### src/rtl/dds_wave_scheduler_if.sv
// Control/config and DDS-facing signals of the waveform playlist sequencer.
// The sequencer uses the slave modport; the controlling logic uses master.
interface dds_wave_scheduler_if #(
    parameter int FREQ_W  = 32,
    parameter int DWELL_W = 16
);
    logic               cfg_we;
    logic [1:0]         cfg_addr;
    logic [1:0]         cfg_wave;
    logic [FREQ_W-1:0]  cfg_freq;
    logic [DWELL_W-1:0] cfg_dwell;
    logic [1:0]         cfg_len;
    logic               start;
    logic               stop;
    logic               skip;
    logic [3:0]         wave_sel;
    logic [FREQ_W-1:0]  freq_word;
    logic               phase_clr;
    logic               busy;
    logic [1:0]         cur_idx;

    modport master (
        output cfg_we, cfg_addr, cfg_wave, cfg_freq, cfg_dwell, cfg_len,
        output start, stop, skip,
        input  wave_sel, freq_word, phase_clr, busy, cur_idx
    );

    modport slave (
        input  cfg_we, cfg_addr, cfg_wave, cfg_freq, cfg_dwell, cfg_len,
        input  start, stop, skip,
        output wave_sel, freq_word, phase_clr, busy, cur_idx
    );
endinterface

### src/rtl/dds_wave_scheduler.sv
// Four-entry playlist sequencer driving the DDS wave select, frequency word and
// phase clear; entries advance on dwell expiry, on skip, and restart on start.
module dds_wave_scheduler #(
    parameter int FREQ_W   = 32,
    parameter int DWELL_W  = 16,
    parameter int TICK_DIV = 50000
) (
    input  logic                 sys_clk,
    input  logic                 sys_rst,
    dds_wave_scheduler_if.slave  bus
);
    localparam int PRE_W = (TICK_DIV > 1) ? $clog2(TICK_DIV) : 1;
    localparam logic [PRE_W-1:0] PRE_LAST = PRE_W'(TICK_DIV - 1);

    typedef enum logic [1:0] {
        ST_IDLE = 2'd0,
        ST_LOAD = 2'd1,
        ST_PLAY = 2'd2
    } state_t;

    state_t             state_q;
    logic [1:0]         idx_q;
    logic [1:0]         tbl_wave_q  [4];
    logic [FREQ_W-1:0]  tbl_freq_q  [4];
    logic [DWELL_W-1:0] tbl_dwell_q [4];
    logic [PRE_W-1:0]   presc_q;
    logic [DWELL_W-1:0] dwell_q;
    logic [3:0]         wave_sel_q;
    logic [FREQ_W-1:0]  freq_word_q;
    logic               phase_clr_q;
    logic               busy_q;
    logic [1:0]         cur_idx_q;

    logic               tick_d;
    logic               expire_d;
    logic [1:0]         next_idx_d;

    function automatic logic [3:0] wave_onehot(input logic [1:0] code);
        return 4'b0001 << code;
    endfunction

    // A shrunken cfg_len wraps back to 0 instead of running past the last entry.
    function automatic logic [1:0] advance_idx(input logic [1:0] idx, input logic [1:0] last);
        return (idx >= last) ? 2'd0 : idx + 2'd1;
    endfunction

    always_comb begin
        tick_d     = (presc_q == PRE_LAST);
        expire_d   = tick_d && (dwell_q == DWELL_W'(1));
        next_idx_d = advance_idx(idx_q, bus.cfg_len);
    end

    always_ff @(posedge sys_clk) begin
        if (sys_rst) begin
            state_q     <= ST_IDLE;
            idx_q       <= 2'd0;
            presc_q     <= '0;
            dwell_q     <= '0;
            wave_sel_q  <= 4'b0000;
            freq_word_q <= '0;
            phase_clr_q <= 1'b0;
            busy_q      <= 1'b0;
            cur_idx_q   <= 2'd0;
            for (int i = 0; i < 4; i++) begin
                tbl_wave_q[i]  <= 2'd0;
                tbl_freq_q[i]  <= '0;
                tbl_dwell_q[i] <= '0;
            end
        end else begin
            phase_clr_q <= 1'b0;

            // Reads below see the pre-write entry when a write and LOAD coincide.
            if (bus.cfg_we) begin
                tbl_wave_q[bus.cfg_addr]  <= bus.cfg_wave;
                tbl_freq_q[bus.cfg_addr]  <= bus.cfg_freq;
                tbl_dwell_q[bus.cfg_addr] <= bus.cfg_dwell;
            end

            if (bus.stop) begin
                state_q     <= ST_IDLE;
                idx_q       <= 2'd0;
                presc_q     <= '0;
                dwell_q     <= '0;
                wave_sel_q  <= 4'b0000;
                freq_word_q <= '0;
                busy_q      <= 1'b0;
                cur_idx_q   <= 2'd0;
            end else if (bus.start) begin
                state_q <= ST_LOAD;
                idx_q   <= 2'd0;
                busy_q  <= 1'b1;
            end else begin
                unique case (state_q)
                    ST_IDLE: begin
                        busy_q <= 1'b0;
                    end
                    ST_LOAD: begin
                        wave_sel_q  <= wave_onehot(tbl_wave_q[idx_q]);
                        freq_word_q <= tbl_freq_q[idx_q];
                        cur_idx_q   <= idx_q;
                        phase_clr_q <= 1'b1;
                        presc_q     <= '0;
                        dwell_q     <= tbl_dwell_q[idx_q];
                        busy_q      <= 1'b1;
                        state_q     <= ST_PLAY;
                    end
                    ST_PLAY: begin
                        if (bus.skip || expire_d) begin
                            idx_q   <= next_idx_d;
                            state_q <= ST_LOAD;
                        end else if (tick_d) begin
                            presc_q <= '0;
                            // Dwell 0 never reaches 1, so it holds until skip/stop.
                            if (dwell_q > DWELL_W'(1)) begin
                                dwell_q <= dwell_q - DWELL_W'(1);
                            end
                        end else begin
                            presc_q <= presc_q + PRE_W'(1);
                        end
                    end
                    default: begin
                        state_q <= ST_IDLE;
                        busy_q  <= 1'b0;
                    end
                endcase
            end
        end
    end

    assign bus.wave_sel  = wave_sel_q;
    assign bus.freq_word = freq_word_q;
    assign bus.phase_clr = phase_clr_q;
    assign bus.busy      = busy_q;
    assign bus.cur_idx   = cur_idx_q;
endmodule

### src/flat_wrapper.sv
// flat-port wrapper written by rule: the top's interface ports become plain ports
module dds_wave_scheduler_flat 
#(
    parameter int FREQ_W   = 32,
    parameter int DWELL_W  = 16,
    parameter int TICK_DIV = 50000
)
  (sys_clk, sys_rst, bus_cfg_we, bus_cfg_addr, bus_cfg_wave, bus_cfg_freq, bus_cfg_dwell, bus_cfg_len, bus_start, bus_stop, bus_skip, bus_wave_sel, bus_freq_word, bus_phase_clr, bus_busy, bus_cur_idx);
  dds_wave_scheduler_if #(.FREQ_W(FREQ_W), .DWELL_W(DWELL_W)) bus_i ();
  input  logic sys_clk;
  input  logic sys_rst;
  input wire logic [$bits(bus_i.cfg_we)-1:0] bus_cfg_we;
  input wire logic [$bits(bus_i.cfg_addr)-1:0] bus_cfg_addr;
  input wire logic [$bits(bus_i.cfg_wave)-1:0] bus_cfg_wave;
  input wire logic [$bits(bus_i.cfg_freq)-1:0] bus_cfg_freq;
  input wire logic [$bits(bus_i.cfg_dwell)-1:0] bus_cfg_dwell;
  input wire logic [$bits(bus_i.cfg_len)-1:0] bus_cfg_len;
  input wire logic [$bits(bus_i.start)-1:0] bus_start;
  input wire logic [$bits(bus_i.stop)-1:0] bus_stop;
  input wire logic [$bits(bus_i.skip)-1:0] bus_skip;
  output wire logic [$bits(bus_i.wave_sel)-1:0] bus_wave_sel;
  output wire logic [$bits(bus_i.freq_word)-1:0] bus_freq_word;
  output wire logic [$bits(bus_i.phase_clr)-1:0] bus_phase_clr;
  output wire logic [$bits(bus_i.busy)-1:0] bus_busy;
  output wire logic [$bits(bus_i.cur_idx)-1:0] bus_cur_idx;
  assign bus_i.cfg_we = bus_cfg_we;
  assign bus_i.cfg_addr = bus_cfg_addr;
  assign bus_i.cfg_wave = bus_cfg_wave;
  assign bus_i.cfg_freq = bus_cfg_freq;
  assign bus_i.cfg_dwell = bus_cfg_dwell;
  assign bus_i.cfg_len = bus_cfg_len;
  assign bus_i.start = bus_start;
  assign bus_i.stop = bus_stop;
  assign bus_i.skip = bus_skip;
  assign bus_wave_sel = bus_i.wave_sel;
  assign bus_freq_word = bus_i.freq_word;
  assign bus_phase_clr = bus_i.phase_clr;
  assign bus_busy = bus_i.busy;
  assign bus_cur_idx = bus_i.cur_idx;
  dds_wave_scheduler #(.FREQ_W(FREQ_W), .DWELL_W(DWELL_W), .TICK_DIV(TICK_DIV)) u_core (.sys_clk(sys_clk), .sys_rst(sys_rst), .bus(bus_i));
endmodule
### config.mk
export PLATFORM = sky130hd
export DESIGN_NAME = dds_wave_scheduler_flat
export DESIGN_NICKNAME = d
export VERILOG_FILES = /design/src/rtl/dds_wave_scheduler_if.sv /design/src/rtl/dds_wave_scheduler.sv /design/src/flat_wrapper.sv
export SDC_FILE = /design/constraint.sdc
export NUM_CORES = 1
export LEC_CHECK = 0
export ABC_AREA = 1
export ABC_CLOCK_PERIOD_IN_PS = 3600
export CAP_MARGIN = 20
export CORE_MARGIN = 10
export CORE_UTILIZATION = 40
export CTS_BUF_LIST = sky130_fd_sc_hd__clkbuf_2
export CTS_CLUSTER_SIZE = 12
export DETAILED_ROUTE_END_ITERATION = 10
export SYNTH_ARGS = -nofsm -noshare
export SYNTH_HDL_FRONTEND = slang
export SYNTH_SLANG_ARGS = --single-unit
### constraint.sdc
create_clock -name sys_clk -period 3.6 [get_ports sys_clk]
set_clock_uncertainty 0.1 [all_clocks]
set_input_delay 0.72 -clock sys_clk [delete_from_list [all_inputs] [get_ports sys_clk]]
set_output_delay 0.72 -clock sys_clk [all_outputs]
set_load 0.05 [all_outputs]
==> impl_results.md <==
* CP max FO at 2
* Net load switching power at 1630 uW
* Final setup fails at 0
* Vias post-DR at 9751
* Die footprint at 38600 sq um
* Clk pwr share at 0.358
* Core ar. at 30700 sq um
* CP endpoint kind: output pin
* DRC at 0
* Area grow syn2layout at 17.0%
* Sw Ratio at 0.256
* Vias in the first global route at 9748
* Yosys warns at 0
* Largest family of logic cells by synthesized area: simple AND/OR/NAND/NOR gates
* Setup TNS at 0 ns
* Xor-xnor portion of the synthesized cell area at 0.00493
* Register Area at ~7600 sq um
* Synth top area cells: edfxtp_1, dfxtp_1, nor2_1
* Required @ worst endpoint at approximately 2.8 ns
* CTS Buf Count at 75
* Pwr/cell area at 436 nW/um^2
* CTS Sinks at 278
* Multi-input logic area at 4070 sq um
* Critical path buffers and inverters at 1
* Reg2Reg Launch Point: u_core.presc_q[0]
* Post-synthesis mux area share at 0.000804
* Overflow after GRT at 0
* Slowest Stage Delay on Critical Path at about 0.82 ns
* Leakage at 0.00597 uW
* Post-CTS Hold Buffers at 0
* Total power at 6360 uW
* Drt pass-1 iters at 8
* Final Hold Viols at 0
* Worst-Skew Late Latency at 0.85 ns
* Pin count of the biggest net entering global routing at 69
* RSZ-0062 raised after global routing: no
* Compound-cell area share of the yosys netlist at 0.117
* Fin nets at 1541
* Final min period at 2.87 ns
* Worst path depth at 1
* CTS tree: built
* Crit path DAT at around 2.1 ns
* Syn_area_per_cell at ~9 sq um
* CTS resizes at 0
* Comb pwr share at 0.067
* Syn_nets at approximately 1400
* Post-synth EDFFs at 200
* Layout cells sized above 1 at 0.119
* Post-route setup slack at about 0.73 ns
* Post-synth top area share at 0.483
* Postcts setup bufs at 0
* First-pass GRT wire length at 51.3 mm
* Clock-pin slew on the worst setup and hold paths at 0.10 ns
* Port buffer count at around 100
* Worst min path class: reg2reg
* Outcome: finished, final reports clean
* Height of the die at 196 um
* Max Freq at 348 MHz
* Synth Area in Simple Gates at 0.197
* Post-synth top flop: edfxtp_1
* Number of fill cells at 2994
* Clk buf depth at 3
* CP startpoint: u_core.bus.freq_word[11]
* I/O pins at 100
* CP top delay family: buffers and inverters
* Synth Area in Adders at 0.00503
* DRC violation total after the first TritonRoute iteration at approximately 630
* #FFs+latches synth at between 200 and 300
* FFs w/ async S/R, synth at 0
* Initial Utilization at 0.406
* Routed len/inst at 16.6 um
* Worst Reg-to-Reg Cells at 11
* Register area share after synthesis at 0.608
* Slew Limit Headroom at 0.414
* Initial antenna violation count at 1
* Placement-stage worst setup slack at 0.777 ns
* Crit path cell chain: clkdlybuf4s50_1
* Std-Cell Rows at 64
* Slowest-stage cell, CP: clkdlybuf4s50_1
* Synth Instances at about 1400
* Worst-Margin Slew at 0.879 ns
* Mapped Area at 12400 sq um
* Cell-internal power at 4730 uW
* Drt via density at 5.05
* Crit Path Class: reg2out
* Max-slew violation count at 0
* CP Launch Type: register
* Detailed placement HPWL at 18.5 mm
* CTS root buffer: clkbuf_2
* Max Cap Violations at 0
* Most area-hungry cell type in the Yosys netlist: edfxtp_1
* Post-layout util at 0.475
* Distinct cells, synth at 42
* Final ANT Viol Nets at 0
* Final WL at between 30 and 40 mm
* Max rail drop VDD at 272 uV
* Flop pwr share at 0.574
* Hold Path Cell Cnt at 2
* H-Tree Depth at 3
* Final period util at 0.797
* RePlAce Congestion at 0.802
* Hold wc startpoint: u_core.bus.wave_sel[0]
* Chip width at 196 um
* GRT Util Overall at 0.164
==> flip-flops by register name, indices dropped and copies added, names as in the netlist, named ones only <==
signal and count:
u_core.state_q 2, u_core.bus.freq_word 32, u_core.tbl_wave_q 8, u_core.tbl_freq_q 128, u_core.bus.wave_sel 4, u_core.tbl_dwell_q 64
u_core.bus.busy 1, u_core.presc_q 16, u_core.dwell_q 16, u_core.idx_q 2, u_core.bus.cur_idx 2, u_core.bus.phase_clr 1
==> worst paths after layout <==
path                             to  slack (ns)
max               bus_freq_word[11]        0.73
min          u_core.bus.wave_sel[0]        0.37
max reg2reg       u_core.presc_q[0]        1.07
min reg2reg  u_core.bus.wave_sel[0]        0.37
==> cell usage after synthesis (all sizes together) (2+ instances only) <==
cell type	n
nor2	373
edfxtp	200
nand2	156
inv	134
o21ai	133
dfxtp	78
clkbuf	58
nand3	45
o22ai	39
o21a	34
a21oi	31
buf	17
nand4	13
nor3	11
xor2	7
ha	5
o221ai	5
clkinv	3
a31oi	2
a32o	2
==> cells in the final DEF (no fill, tap or decap), types with 3 or more instances in the layout <==
cell             synthesis  routed
o21a_1                  34      34
a21oi_1                 30      30
o221ai_1                 5       5
xor2_1                   7       7
o21ai_0                133     133
nor2_4                   2       4
o22ai_1                 39      39
nor3_1                  10      10
dfxtp_1                 78      77
nand2_1                147     141
buf_12                   0       5
clkbuf_2                 0     124
nand3_1                 43      42
nand3_2                  2       3
nand4_1                 13      13
clkdlybuf4s50_1          0      99
buf_4                    1      15
edfxtp_1               200     200
ha_1                     5       5
inv_1                  133     132
nand2_2                  7      13
nor2_1                 369     366
clkinv_1                 2       8
==> cells by family (layout without fill, tap and decap cells) <==
kind of cell / after synthesis / in the layout
compound gates: 251 / 251
xor+xnor: 7 / 7
fa+ha+maj: 5 / 5
buf+inv: 212 / 391
flops: 278 / 278
mux: 1 / 1
other cells: 0 / 2
simple gates: 601 / 601
==> per-stage QoR <==
stage | hold WS, ns | instances | area [sq um]
2_1_floorplan | 0.354 | 1355 | 12400
3_3_place_gp | 0.359 | 1795 | 13900
3_5_place_dp | 0.358 | 1795 | 13900
4_1_cts | 0.373 | 1930 | 14600
5_1_grt | 0.410 | 1932 | 14600
6_report | 0.374 | 1932 | 14600
==> cell type report <==
type / count / share of cell area
timing repair buffer: 119 / 0.0826
clock inverter: 11 / 0.00567
sequential: 278 / 0.520
multi-input combinational: 865 / 0.279
tap: 396 / 0.0340
antenna: 2 / 0.000344
inverter: 137 / 0.0357
clock buffer: 124 / 0.0426
==> layer usage <==
layer / GRT usage / wire length [um]
met5: 0 / 0
met4: 0.0540 / 536
met3: 0.0378 / 1910
met2: 0.268 / 15300
met1: 0.212 / 14400
==> power by group through the flow <==
stage | Combinational [uW] | Clock (uW) | Sequential, uW
2_1_floorplan | 221 | 0 | 3730
3_3_place_gp | 430 | 0 | 3720
3_5_place_dp | 433 | 0 | 3720
4_1_cts | 435 | 2350 | 3650
5_1_grt | 474 | 2510 | 3670
6_report | 428 | 2280 | 3650
(Power assumes the default switching activity.)
